## src/rtl/filter_sequencer_pkg.sv

```systemverilog
// Shared definitions for the filter sequencer: state encoding and default widths.
package filter_sequencer_pkg;

  localparam int DATA_SIZE_DEF = 24;
  localparam int CNT_W         = 8;

  typedef enum logic [1:0] {
    ST_IDLE = 2'd0,
    ST_TRIG = 2'd1,
    ST_WAIT = 2'd2,
    ST_HOLD = 2'd3
  } seq_state_t;

endpackage

```

## src/rtl/filter_sequencer_fifo.sv

```systemverilog
// Input sample buffer for the filter sequencer; show-ahead head, power-of-two depth.
module seq_fifo
  import filter_sequencer_pkg::*;
#(
  parameter int DATA_SIZE  = DATA_SIZE_DEF,
  parameter int FIFO_DEPTH = 4
) (
  input  logic                         clk,
  input  logic                         reset,
  input  logic                         push,
  input  logic                         pop,
  input  logic [DATA_SIZE-1:0]         din,
  output logic [DATA_SIZE-1:0]         dout,
  output logic [$clog2(FIFO_DEPTH):0]  level
);

  localparam int PTR_W = $clog2(FIFO_DEPTH);
  localparam int LVL_W = PTR_W + 1;
  localparam logic [LVL_W-1:0] FULL_LVL = LVL_W'(FIFO_DEPTH);

  logic [DATA_SIZE-1:0] r_mem [FIFO_DEPTH];
  logic [PTR_W-1:0]     r_wr_ptr;
  logic [PTR_W-1:0]     r_rd_ptr;
  logic [LVL_W-1:0]     r_level;
  logic                 w_push;
  logic                 w_pop;

  // Guard both ends locally so a misbehaving caller cannot corrupt the occupancy.
  assign w_push = push && (r_level != FULL_LVL);
  assign w_pop  = pop && (r_level != '0);

  always_ff @(posedge clk) begin
    if (w_push) r_mem[r_wr_ptr] <= din;
  end

  always_ff @(posedge clk or negedge reset) begin
    if (!reset) begin
      r_wr_ptr <= '0;
      r_rd_ptr <= '0;
      r_level  <= '0;
    end else begin
      if (w_push) r_wr_ptr <= r_wr_ptr + 1'b1;
      if (w_pop)  r_rd_ptr <= r_rd_ptr + 1'b1;
      case ({w_push, w_pop})
        2'b10:   r_level <= r_level + 1'b1;
        2'b01:   r_level <= r_level - 1'b1;
        default: r_level <= r_level;
      endcase
    end
  end

  assign dout  = r_mem[r_rd_ptr];
  assign level = r_level;

endmodule

```

## src/rtl/filter_sequencer.sv

```systemverilog
// Feeds buffered samples one at a time to an external filter and presents each result.
// state | meaning
// IDLE  | wait for a buffered sample; load and pop it
// TRIG  | one-cycle filt_sample strobe
// WAIT  | count cycles until filt_done or timeout
// HOLD  | present result until out_ready
module filter_sequencer
  import filter_sequencer_pkg::*;
#(
  parameter int DATA_SIZE  = DATA_SIZE_DEF,
  parameter int FIFO_DEPTH = 4,
  parameter int TIMEOUT    = 255
) (
  input  logic                         clk,
  input  logic                         reset,
  input  logic [DATA_SIZE-1:0]         in_data,
  input  logic                         in_valid,
  output logic                         in_ready,
  output logic [DATA_SIZE-1:0]         filt_data,
  output logic                         filt_sample,
  input  logic [DATA_SIZE-1:0]         filt_result,
  input  logic                         filt_done,
  output logic [DATA_SIZE-1:0]         out_data,
  output logic                         out_valid,
  input  logic                         out_ready,
  output logic                         timeout_err,
  output logic [$clog2(FIFO_DEPTH):0]  level
);

  localparam int LVL_W = $clog2(FIFO_DEPTH) + 1;
  localparam logic [LVL_W-1:0] FULL_LVL = LVL_W'(FIFO_DEPTH);
  localparam logic [CNT_W-1:0] CNT_LAST = CNT_W'(TIMEOUT - 1);

  seq_state_t           r_state;
  seq_state_t           w_state_nxt;
  logic [CNT_W-1:0]     r_cnt;
  logic [DATA_SIZE-1:0] r_filt_data;
  logic [DATA_SIZE-1:0] r_out_data;
  logic                 r_out_valid;
  logic                 r_timeout_err;
  logic [DATA_SIZE-1:0] w_head;
  logic [LVL_W-1:0]     w_level;
  logic                 w_push;
  logic                 w_load;
  logic                 w_capture;
  logic                 w_timeout;
  logic                 w_release;

  assign in_ready = (w_level != FULL_LVL);
  assign w_push   = in_valid && in_ready;

  seq_fifo #(
    .DATA_SIZE  (DATA_SIZE),
    .FIFO_DEPTH (FIFO_DEPTH)
  ) u_fifo (
    .clk   (clk),
    .reset (reset),
    .push  (w_push),
    .pop   (w_load),
    .din   (in_data),
    .dout  (w_head),
    .level (w_level)
  );

  always_ff @(posedge clk or negedge reset) begin
    if (!reset) r_state <= ST_IDLE;
    else        r_state <= w_state_nxt;
  end

  always_comb begin
    w_state_nxt = r_state;
    w_load      = 1'b0;
    w_capture   = 1'b0;
    w_timeout   = 1'b0;
    w_release   = 1'b0;
    case (r_state)
      ST_IDLE: begin
        if (w_level != '0) begin
          w_load      = 1'b1;
          w_state_nxt = ST_TRIG;
        end
      end
      ST_TRIG: w_state_nxt = ST_WAIT;
      ST_WAIT: begin
        // A done arriving on the last allowed cycle still wins over the timeout.
        if (filt_done) begin
          w_capture   = 1'b1;
          w_state_nxt = ST_HOLD;
        end else if (r_cnt == CNT_LAST) begin
          w_timeout   = 1'b1;
          w_state_nxt = ST_IDLE;
        end
      end
      ST_HOLD: begin
        if (r_out_valid && out_ready) begin
          w_release   = 1'b1;
          w_state_nxt = ST_IDLE;
        end
      end
      default: w_state_nxt = ST_IDLE;
    endcase
  end

  always_ff @(posedge clk or negedge reset) begin
    if (!reset) begin
      r_cnt         <= '0;
      r_filt_data   <= '0;
      r_out_data    <= '0;
      r_out_valid   <= 1'b0;
      r_timeout_err <= 1'b0;
    end else begin
      if (r_state == ST_TRIG)      r_cnt <= '0;
      else if (r_state == ST_WAIT) r_cnt <= r_cnt + 1'b1;
      if (w_load) r_filt_data <= w_head;
      if (w_capture) begin
        r_out_data  <= filt_result;
        r_out_valid <= 1'b1;
      end else if (w_release) begin
        r_out_valid <= 1'b0;
      end
      if (w_timeout) r_timeout_err <= 1'b1;
    end
  end

  assign filt_sample = (r_state == ST_TRIG);
  assign filt_data   = r_filt_data;
  assign out_data    = r_out_data;
  assign out_valid   = r_out_valid;
  assign timeout_err = r_timeout_err;
  assign level       = w_level;

endmodule

```

## config.mk

```make
export PLATFORM = sky130hd
export DESIGN_NAME = filter_sequencer
export DESIGN_NICKNAME = d
export VERILOG_FILES = /design/src/rtl/filter_sequencer_pkg.sv /design/src/rtl/filter_sequencer_fifo.sv /design/src/rtl/filter_sequencer.sv
export SDC_FILE = /design/constraint.sdc
export NUM_CORES = 1
export LEC_CHECK = 0
export CAP_MARGIN = 30
export CORE_MARGIN = 3
export CORE_UTILIZATION = 48
export CTS_BUF_LIST = sky130_fd_sc_hd__clkbuf_16
export DETAILED_ROUTE_END_ITERATION = 7
export PLACE_DENSITY = 0.76
export RECOVER_POWER = 50
export SYNTH_ARGS = -nofsm -noshare
export SYNTH_HDL_FRONTEND = slang
export SYNTH_SLANG_ARGS = --single-unit
```

## constraint.sdc

```tcl
create_clock -name clk -period 2.1 [get_ports clk]
set_input_delay 0.525 -clock clk [delete_from_list [all_inputs] [get_ports clk]]
set_output_delay 0.525 -clock clk [all_outputs]
set_load 0.02 [all_outputs]
```

# Word level (Yosys, flattened, before mapping)
# Memories as Yosys holds them, arrays and structs flattened. A register that Yosys moved wholly into a read port is not among the register bits.
# Cells that the tools add are included.
[totals]
input_bits = 53
reg_bits = 43
wordCells = 56
n_memories = 1
output_inout_bits = 55
ramBits = 96
[mem_list]
columns = ["memory", "depth", "width", "read_ports", "rd_ports_with_merged_regs", "write_ports", "line_no", "text"]
rows = [
  ["u_fifo.r_mem", 4, 24, 1, 1, 1, "filter_sequencer_fifo.sv:21", "logic [DATA_SIZE-1:0] r_mem [FIFO_DEPTH];"],
]
[op_classes]
add_sub_neg = 5
n_eq_ne = 10
n_reduce_logical = 11
mux = 21
[op_table]
columns = ["operator", "count"]
rows = [
  ["$mux W8", 2],
  ["$mux W1", 13],
  ["$add A8 B1 Y8 const B", 1],
  ["$eq A8 B8 Y1 const B", 1],
  ["$mux W2", 4],
  ["$pmux W2 S4", 1],
  ["$eq A2 B2 Y1 const B", 3],
  ["$ne A3 B3 Y1 const B", 2],
  ["$pmux W3 S2", 1],
  ["$reduce_bool A2 Y1", 3],
  ["$add A2 B1 Y2 const B", 2],
  ["$eq A2 B1 Y1 const B", 2],
  ["$logic_and A1 B1 Y1", 4],
  ["$ne A2 B2 Y1 const B", 2],
  ["$add A3 B1 Y3 const B", 1],
  ["$reduce_and A3 Y1", 1],
  ["$reduce_bool A3 Y1", 1],
  ["$sub A3 B1 Y3 const B", 1],
  ["$logic_not A2 Y1", 1],
  ["$logic_not A1 Y1", 1],
]

# Longest topological paths before layout
[logic_depth]
word_depth = 6
mapped_depth = 11
mapped_depth_nobuf = 10

# Modules after synthesis
# From an unflattened synthesis, not the netlist that was laid out.
[unflattened]
cells_unflattened = 341
area_unflattened_um2 = 6515.0
[by_module_without_submodules]
columns = ["module", "seq_area_each_um2", "n_inst", "area_per_inst_um2", "cells_each"]
rows = [
  ["seq_fifo", 3057.9, 1, 3925.0, 163],
  ["filter_sequencer", 1501.4, 1, 2590.0, 178],
]

# Worst setup path before layout
# No wires, ideal clock.
[synth_timing]
path_kind = "reg2reg"
startpoint = "register u_fifo.r_level[0] (netlist: u_fifo.level[0])"
endpoint = "register u_fifo.r_level[2] (netlist: u_fifo.level[2])"
path_buffers = 0
setup_time_ns = 0.080
stages_incl_launch_ff = 11
slack_ns = -0.131
arrival_ns = 2.151
required_ns = 2.020
synth_period_minus_slack_ns = 2.231
path_cell_list = "dfrtp_1 > inv_1 > nand3_1 > and2_1 > inv_1 > ha_1 > inv_1 > fa_1 > xor2_1 > nor2_1 > xor2_1"
[synth_between]
elab_cells_between_ends = 13
classes_between = "add/sub: 2; eq/ne: 3; mux: 3; reduce/logical: 5"
[synth_rtl]
columns = ["element", "line_no", "text"]
rows = [
  ["start, declared", "filter_sequencer_fifo.sv:24", "logic [LVL_W-1:0] r_level;"],
  ["start signal, assigned", "filter_sequencer_fifo.sv:45", "2'b10: r_level <= r_level + 1'b1;"],
  ["start signal, assigned", "filter_sequencer_fifo.sv:46", "2'b01: r_level <= r_level - 1'b1;"],
  ["start signal, assigned", "filter_sequencer_fifo.sv:47", "default: r_level <= r_level;"],
  ["$ne A3 B3 Y1 (*)", "filter_sequencer.sv:49", "assign in_ready = (w_level != FULL_LVL);"],
  ["via in_ready", "filter_sequencer.sv:18", "output logic in_ready,"],
  ["$logic_and A1 B1 Y1", "filter_sequencer.sv:50", "assign w_push = in_valid && in_ready;"],
  ["$logic_and A1 B1 Y1 (*)", "filter_sequencer_fifo.sv:29", "assign w_push = push && (r_level != FULL_LVL);"],
  ["$eq A2 B1 Y1 / $eq A2 B2 Y1 (equally long branches)", "filter_sequencer_fifo.sv:44", "case ({w_push, w_pop})"],
  ["$pmux W3 S2 / $reduce_bool A2 Y1 (equally long branches)", "n/a", ""],
]
# The timed path passes the listed nets; every way through them passes the cells marked *.
# A chain may end at the register's enable or synchronous reset.

# Worst setup path in the final report
[layout_timing]
startpoint = "register r_state[1]"
endpoint = "output filt_sample"
[layout_between]
elab_chain_len = 1
[layout_lines]
columns = ["element", "line_no", "text"]
rows = [
  ["start, declared", "filter_sequencer.sv:34", "seq_state_t r_state;"],
  ["start signal, assigned", "filter_sequencer.sv:67", "else r_state <= w_state_nxt;"],
  ["$eq A2 B1 Y1", "filter_sequencer.sv:125", "assign filt_sample = (r_state == ST_TRIG);"],
  ["end, declared", "filter_sequencer.sv:20", "output logic filt_sample,"],
]
# No other way between the ends.

==> reports/results.tsv <==
stage	metric	value	unit
worst_setup_path	Critical Path End Type	output port	
timing	clock skew after layout	0.00653	ns
job	number of max-cap violations	0	
clock_network	CTS Buf Count	17	
global_route	GRT Util Overall	0.170	
finish	share of cells above drive strength 1	0.270	
clock_network	CTS sink cnt	163	
synth	Post-synth EDFFs	96	
worst_setup_path	WP data arrival	1.49	ns
power_and_ir_drop	LEAKAGE	3.28	nW
global_route	Most Crowded Layer GR	met2	
clock_network	clock slew at reported path FFs	0.06	ns
worst_setup_path	worst path required time	1.57	ns
finish	ANT cells	0	
worst_setup_path	Critical Path Max Stage Delay	0.42	ns
global_route	met3 Use GR	0.0599	
worst_setup_path	CP Class	flip-flop to output port	
synth	largest family of logic cells by synthesized area	multiplexers	
synth	Simple-Gate Fraction of Synth Area	0.0257	
synth	total nets after synthesis	402	
placed_design	# port buffers	107	
worst_setup_path	Critical Path, Cell by Cell	inv_2 -> ha_1 -> dlygate4sd2_1	
timing	Hold WS	0.293	ns
synth	Ys Warns	0	
global_route	vias in the first global route	3641	
placed_design	Final GP Congestion	0.671	
timing	final setup vio count	0	
min_path	Hold Crit Class	primary input to async pin	
synth	xor/xnor cell area share of the yosys netlist	0.0122	
synth	number of distinct library cells after synthesis	35	
finish	Area Overhead vs Synth	31.4	%
power_and_ir_drop	Tot Pwr	13.3	mW
drt	DRC viols	0	
placed_design	DP Wirelength	7.86	mm
worst_setup_path	Max Fanout on Critical Path	4	
global_route	grt met2 use	0.287	
synth	Synth Instances	336	
worst_setup_path	reg2reg end	u_fifo.level[2]	
drt	Post-Route WL	11.7	mm
clock_network	CTS Buffer Depth	2	
power_and_ir_drop	peak supply drop	0.877	mV
timing	Final Hold Fails	0	
drt	drt wl/cell	17.9	µm
run_status	outcome	finished, final reports clean	
floorplan	Die Height	122	µm
placed_design	Cell Count Post-Placement	619	
synth	Post-Synth Adder-Cell Area	0.0264	
floorplan	# IOs	108	
drt	Pre-Repair DR Iteration Count	4	
finish	Final Core Density	0.657	
synth	Top FF cell, synth	edfxtp_1	
clock_network	Clock Latency Late Sink	0.42	ns
timing	fmax	0.496	GHz
worst_setup_path	Worst Setup SP	r_state[1]	
finish	Layout Nets	535	
worst_setup_path	Startpoint Class	flip-flop	
timing	Final Cycle Share	0.960	
worst_setup_path	Crit-path slowest cell	dfrtp_1	
drt	Initial DRC Count	143	
worst_setup_path	worst r2r path cells	10	
floorplan	core area	12900	µm²
global_route	first-pass GRT wire length	18.7	mm
synth	Yosys reg bits	163	
synth	post-synthesis sequential area ratio	0.709	
worst_setup_path	Worst Setup EP	filt_sample	
clock_network	Root Buffer	clkbuf_16	
synth	Async S/R FF share, synth	0.411	
synth	Synth Cell Area	6430	µm²
floorplan	starting density of the core	0.500	
drt	via count	3385	
global_route	M1 GR Usage	0.206	
clock_network	CTS tree	done	
worst_setup_path	reg2reg setup slack	0.14	ns
timing	max-slew violation total from the final report	0	
floorplan	Die Area	14800	µm²
floorplan	die span in x	122	µm
timing	Final TNS setup	0	ns
timing	transition time of the tightest slew-check pin	1.07	ns
synth	mux contribution to synthesized area	0.190	
clock_network	H-tree depth	4	
clock_network	Post-CTS Hold Fix Bufs	0	
synth	Compound-Gate Fraction of Synth Area	0.0140	
timing	slew margin rel.	0.289	
drt	Via density	5.18	
drt	ANT nets after route	0	
timing	min cycle time layout	2.02	ns
finish	Cell Count, Final, Fillers Out	654	
synth	syn_area_per_cell	19.2	µm²
global_route	initial antenna violation count	1	
global_route	pin count of the biggest net entering global routing	41	
power_and_ir_drop	Power Density	1580	nW/µm²
floorplan	Site Rows	41	
worst_setup_path	RR Startpoint	r_state[1]	
global_route	global route overflow	0	
state kept, by name, summed over array words and instances, names as in the netlist:
name	flops
filt_data	24
r_state	2
u_fifo.r_wr_ptr	2
r_cnt	8
out_data	24
u_fifo.r_rd_ptr	2
u_fifo.r_mem	96
out_valid	1
u_fifo.level	3
timeout_err	1
through the flow:
stage / cell area (µm²) / setup slack, ns
3_3_place_gp: 7830 / -0.0800
3_5_place_dp: 7830 / -0.139
5_1_grt: 8460 / -0.0112
6_report: 8460 / 0.0834
4_1_cts: 8450 / 0.0151
2_1_floorplan: 6460 / 0.00177
report_power, final:
group | switching [mW] | total, mW | internal, mW | leakage [nW]
logic | 2.35 | 5.14 | 2.79 | 1.29
clock network | 1.28 | 3.19 | 1.91 | 0.306
registers | 0.536 | 5.00 | 4.47 | 1.68
kinds of logic (layout without fill, tap and decap cells):
kind of cell / Yosys count / count (layout)
AO/OA/AOI/OAI: 15 / 15
XOR/XNOR: 9 / 9
adder cells (fa/ha/maj): 13 / 13
buffers and inverters: 25 / 171
flip-flops: 163 / 163
multiplexers: 77 / 77
AND/OR/NAND/NOR: 34 / 34
layer usage:
metal	vias up	wire length, µm
met5	-	13
met4	2	161
met3	21	794
met2	111	5830
met1	1709	4900
li1	1542	-
worst min path at each step:
stage                 from              end  slack [ns]  cells past startpoint
5_1_grt              reset  u_fifo.level[1]        0.36                      1
6_report             reset  u_fifo.level[1]        0.29                      1
3_5_place_dp   timeout_err      timeout_err        0.47                      1
3_3_place_gp   timeout_err      timeout_err        0.44                      1
2_1_floorplan        reset     filt_data[0]        0.23                      0
4_1_cts              reset  u_fifo.level[1]        0.11                      1
cell usage in the layout (no fill, tap or decap), drive strengths merged:
cell type	count
o21ai	3
nor3b	1
and2	1
nor3	1
xnor2	6
nor2b	2
dlygate4sd3	24
mux2	51
xor2	3
clkbuf	19
and3	5
buf	18
dfrtp	67
nand2	11
bufinv	3
o22ai	3
a31o	1
a21oi	5
ha	12
a22oi	1
fa	1
clkinv	5
mux4	24
nand2b	1
inv	20
edfxtp	96
o31ai	1
mux2i	2
nor2	6
nand3	4
nand4	2
dlygate4sd2	2
a21o	1
clkdlybuf4s50	80
area by class of cell:
cell class | count | area, µm²
clock inverter | 15 | 198
multi-input combinational | 148 | 1740
timing repair buffer | 126 | 1270
sequential | 163 | 4560
clock buffer | 17 | 425
inverter | 13 | 48.8
fill | 904 | 4420
tap | 172 | 215
cell usage after synthesis (4+ instances only):
cell type | instances | area share
nand2_1 | 11 | 0.0064
ha_1 | 12 | 0.023
inv_1 | 12 | 0.0070
buf_2 | 4 | 0.0031
nand3_1 | 4 | 0.0031
mux4_1 | 6 | 0.024
dfrtp_1 | 67 | 0.26
mux4_2 | 18 | 0.063
nor2_1 | 6 | 0.0035
a21oi_1 | 5 | 0.0039
edfxtp_1 | 96 | 0.45
xnor2_1 | 6 | 0.0082
mux2_4 | 18 | 0.042
mux2_2 | 33 | 0.058
and3_1 | 5 | 0.0049
critical path, delay by kind of cell (launching register included):
| kind | cells | cell delay [ns] |
|---|---|---|
| fa+ha+maj | 1 | 0.19 |
| buf+inv | 2 | 0.47 |
| flops | 1 | 0.42 |
what timing repair did:
| action | in CTS | in global routing |
|---|---|---|
| resized for setup | 2 | 3 |
| setup endpoints to repair | 2 | 2 |
| buffers inserted | 0 | 3 |
| endpoints found under the hold margin | 0 | 0 |
Note: power is estimated with default switching activity, not from simulation.
==> variant: new RTL, same flow settings <==
The 4 states of `seq_state_t` get a one-hot encoding in 4 bits.
--- a/src/rtl/filter_sequencer_pkg.sv
+++ b/src/rtl/filter_sequencer_pkg.sv
@@ -4,11 +4,11 @@
   localparam int DATA_SIZE_DEF = 24;
   localparam int CNT_W         = 8;
 
-  typedef enum logic [1:0] {
-    ST_IDLE = 2'd0,
-    ST_TRIG = 2'd1,
-    ST_WAIT = 2'd2,
-    ST_HOLD = 2'd3
+  typedef enum logic [3:0] {
+    ST_IDLE = 4'b0001,
+    ST_TRIG = 4'b0010,
+    ST_WAIT = 4'b0100,
+    ST_HOLD = 4'b1000
   } seq_state_t;
 
 endpackage
Formal check against the unedited RTL: same outputs for any inputs over 10 cycles, from zero or initial values and one cycle with reset low; not proved beyond that.
==> variant against the unedited design <==
  * Wire length up 2.6%
  * First-iteration DRC count down 2.8%
  * Worst setup slack worse by 0.077 ns
  * Fmax down 3.7%
  * Area after synthesis down 1.2%
  * Clock skew down 0.00085 ns
  * Total power down 5.4%
  * Sequential cell count up 2
  * Design area down 0.44%
  * Largest cell class unchanged
  * Highest routed layer is now met4
==> variant: results (changes against the unedited design) <==
run_status:
  status: "completed"
synth:
  yosysUniqueCellTypes: 41  # +17%
  synthTopCellsByArea: "edfxtp_1 (45%), dfrtp_1 (27%), mux4_2 (8.5%)"
  synth_nets: 396  # -1.5%
  synth_fa_ha_area_share_pct: 1.69  # -0.95 points
  seq_area_frac_synth_pct: 72.5  # +1.7 points
  synth.area.mux_share_pct: 17.5  # -1.5 points
  synth_compound_area_share_pct: 1.44  # +0.037 points
  synth_top_cells_by_count: "edfxtp_1 (96), dfrtp_1 (68), mux2_1 (37), mux4_2 (24), mux2_2 (12)"
  synth_xor_area_share_pct: 0.965  # -0.26 points
sta:
  fin_worst_skew_ns: 0.00568  # -0.000852 ns
  hold_ws_ns: 0.242  # -0.0505 ns
finish:
  layout.nets: 537  # +0.37%
  utilization_pct: 65.9  # +0.23 points
  fill_cells: 852  # -5.8%
  drive_above_1_share_pct: 23.1  # -3.9 points
worst_setup_path:
  r2r_cells: 9  # -1
  cp_max_fo: 2  # -2
  rr_startpoint: "r_state[0]"
  arrival_ns: 1.57  # +0.08 ns
  r2r_slack_ns: 0.07  # -0.07 ns
power:
  worst_ir_drop_vdd_v: 0.000817  # -6.9%
  p_leak_nw: 3.18  # -2.8%
  netSwitchingPower_mw: 3.91  # -6.1%
global_routing:
  grt_pass1_vias: 3709  # +1.9%
  grt_first_pass_wirelength_mm: 19.4  # +4.1%
  grt_max_degree: 40  # -2.4%
routing:
  via_count: 3438  # +1.6%
  wire_per_inst_um: 18.1  # +1.2%
placement:
  placed_cell_area_um2: 7840  # about the same
  dp.cells: 628  # +1.5%
  gp_congestion: 0.782  # +17%
  dp_slack_ns: -0.144  # -0.00515 ns
clocking:
  post_cts_resized: 10  # +8
-- variant: changes by cell type after synthesis, sizes merged, moves of 3 or more --
cell | before | now
inv | 13 | 10
ha | 12 | 7
o22ai | 3 | 0
or3 | 0 | 4
nor4b | 0 | 3
xnor2 | 6 | 3
-- variant: worst max-delay path, cell delays in order, from the launching register on --
cell and delay, ns:
dfrtp_1 0.41, or4b_4 0.54, inv_2 0.09, buf_6 0.11
-- variant: how the worst max path moves through the flow --
stage	from	endpoint	slack, ns	depth (start not counted)
after floorplan	r_state[0]	u_fifo.level[2]	-0.1	10
after global placement	r_state[0]	filt_sample	-0.14	3
after detailed placement	r_state[0]	filt_sample	-0.14	3
after CTS	u_fifo.level[1]	u_fifo.level[2]	0.009	9
after global routing	r_state[0]	u_fifo.level[2]	-0.05	9
final	r_state[3]	filt_sample	0.007	3
-- variant: logic make-up after synthesis --
family | Yosys count
buf+inv | 22
compound gates | 15
flops | 165
simple gates | 43
xor+xnor | 7
mux | 75
fa+ha+maj | 8
-- variant: power groups by stage --
stage                     clock [mW]  sequential [mW]  combinational [mW]
after global routing            3.13             5.04                5.12
final                           2.93             4.94                4.74
after global placement             0             4.94                4.65
after detailed placement           0             4.99                4.77
after CTS                       2.98             4.94                4.78
after floorplan                    0             5.55                2.20
-- variant: cell type report --
type,instances,area share [%]
diodes,2,0.0594
clock buffers,17,5.05
clock inverters,15,1.65
inverters,10,0.446
multi-input cells,148,20.0
flip-flops and latches,165,54.8
well taps,172,2.56
repair buffers,134,15.5
-- variant: routing by layer --
| metal | part of all wire, % | GRT usage (%) |
|---|---|---|
| met5 | 0 | 0 |
| met4 | 1.4 | 6.44 |
| met3 | 6.5 | 4.99 |
| met2 | 49 | 29.2 |
| met1 | 43 | 22.4 |
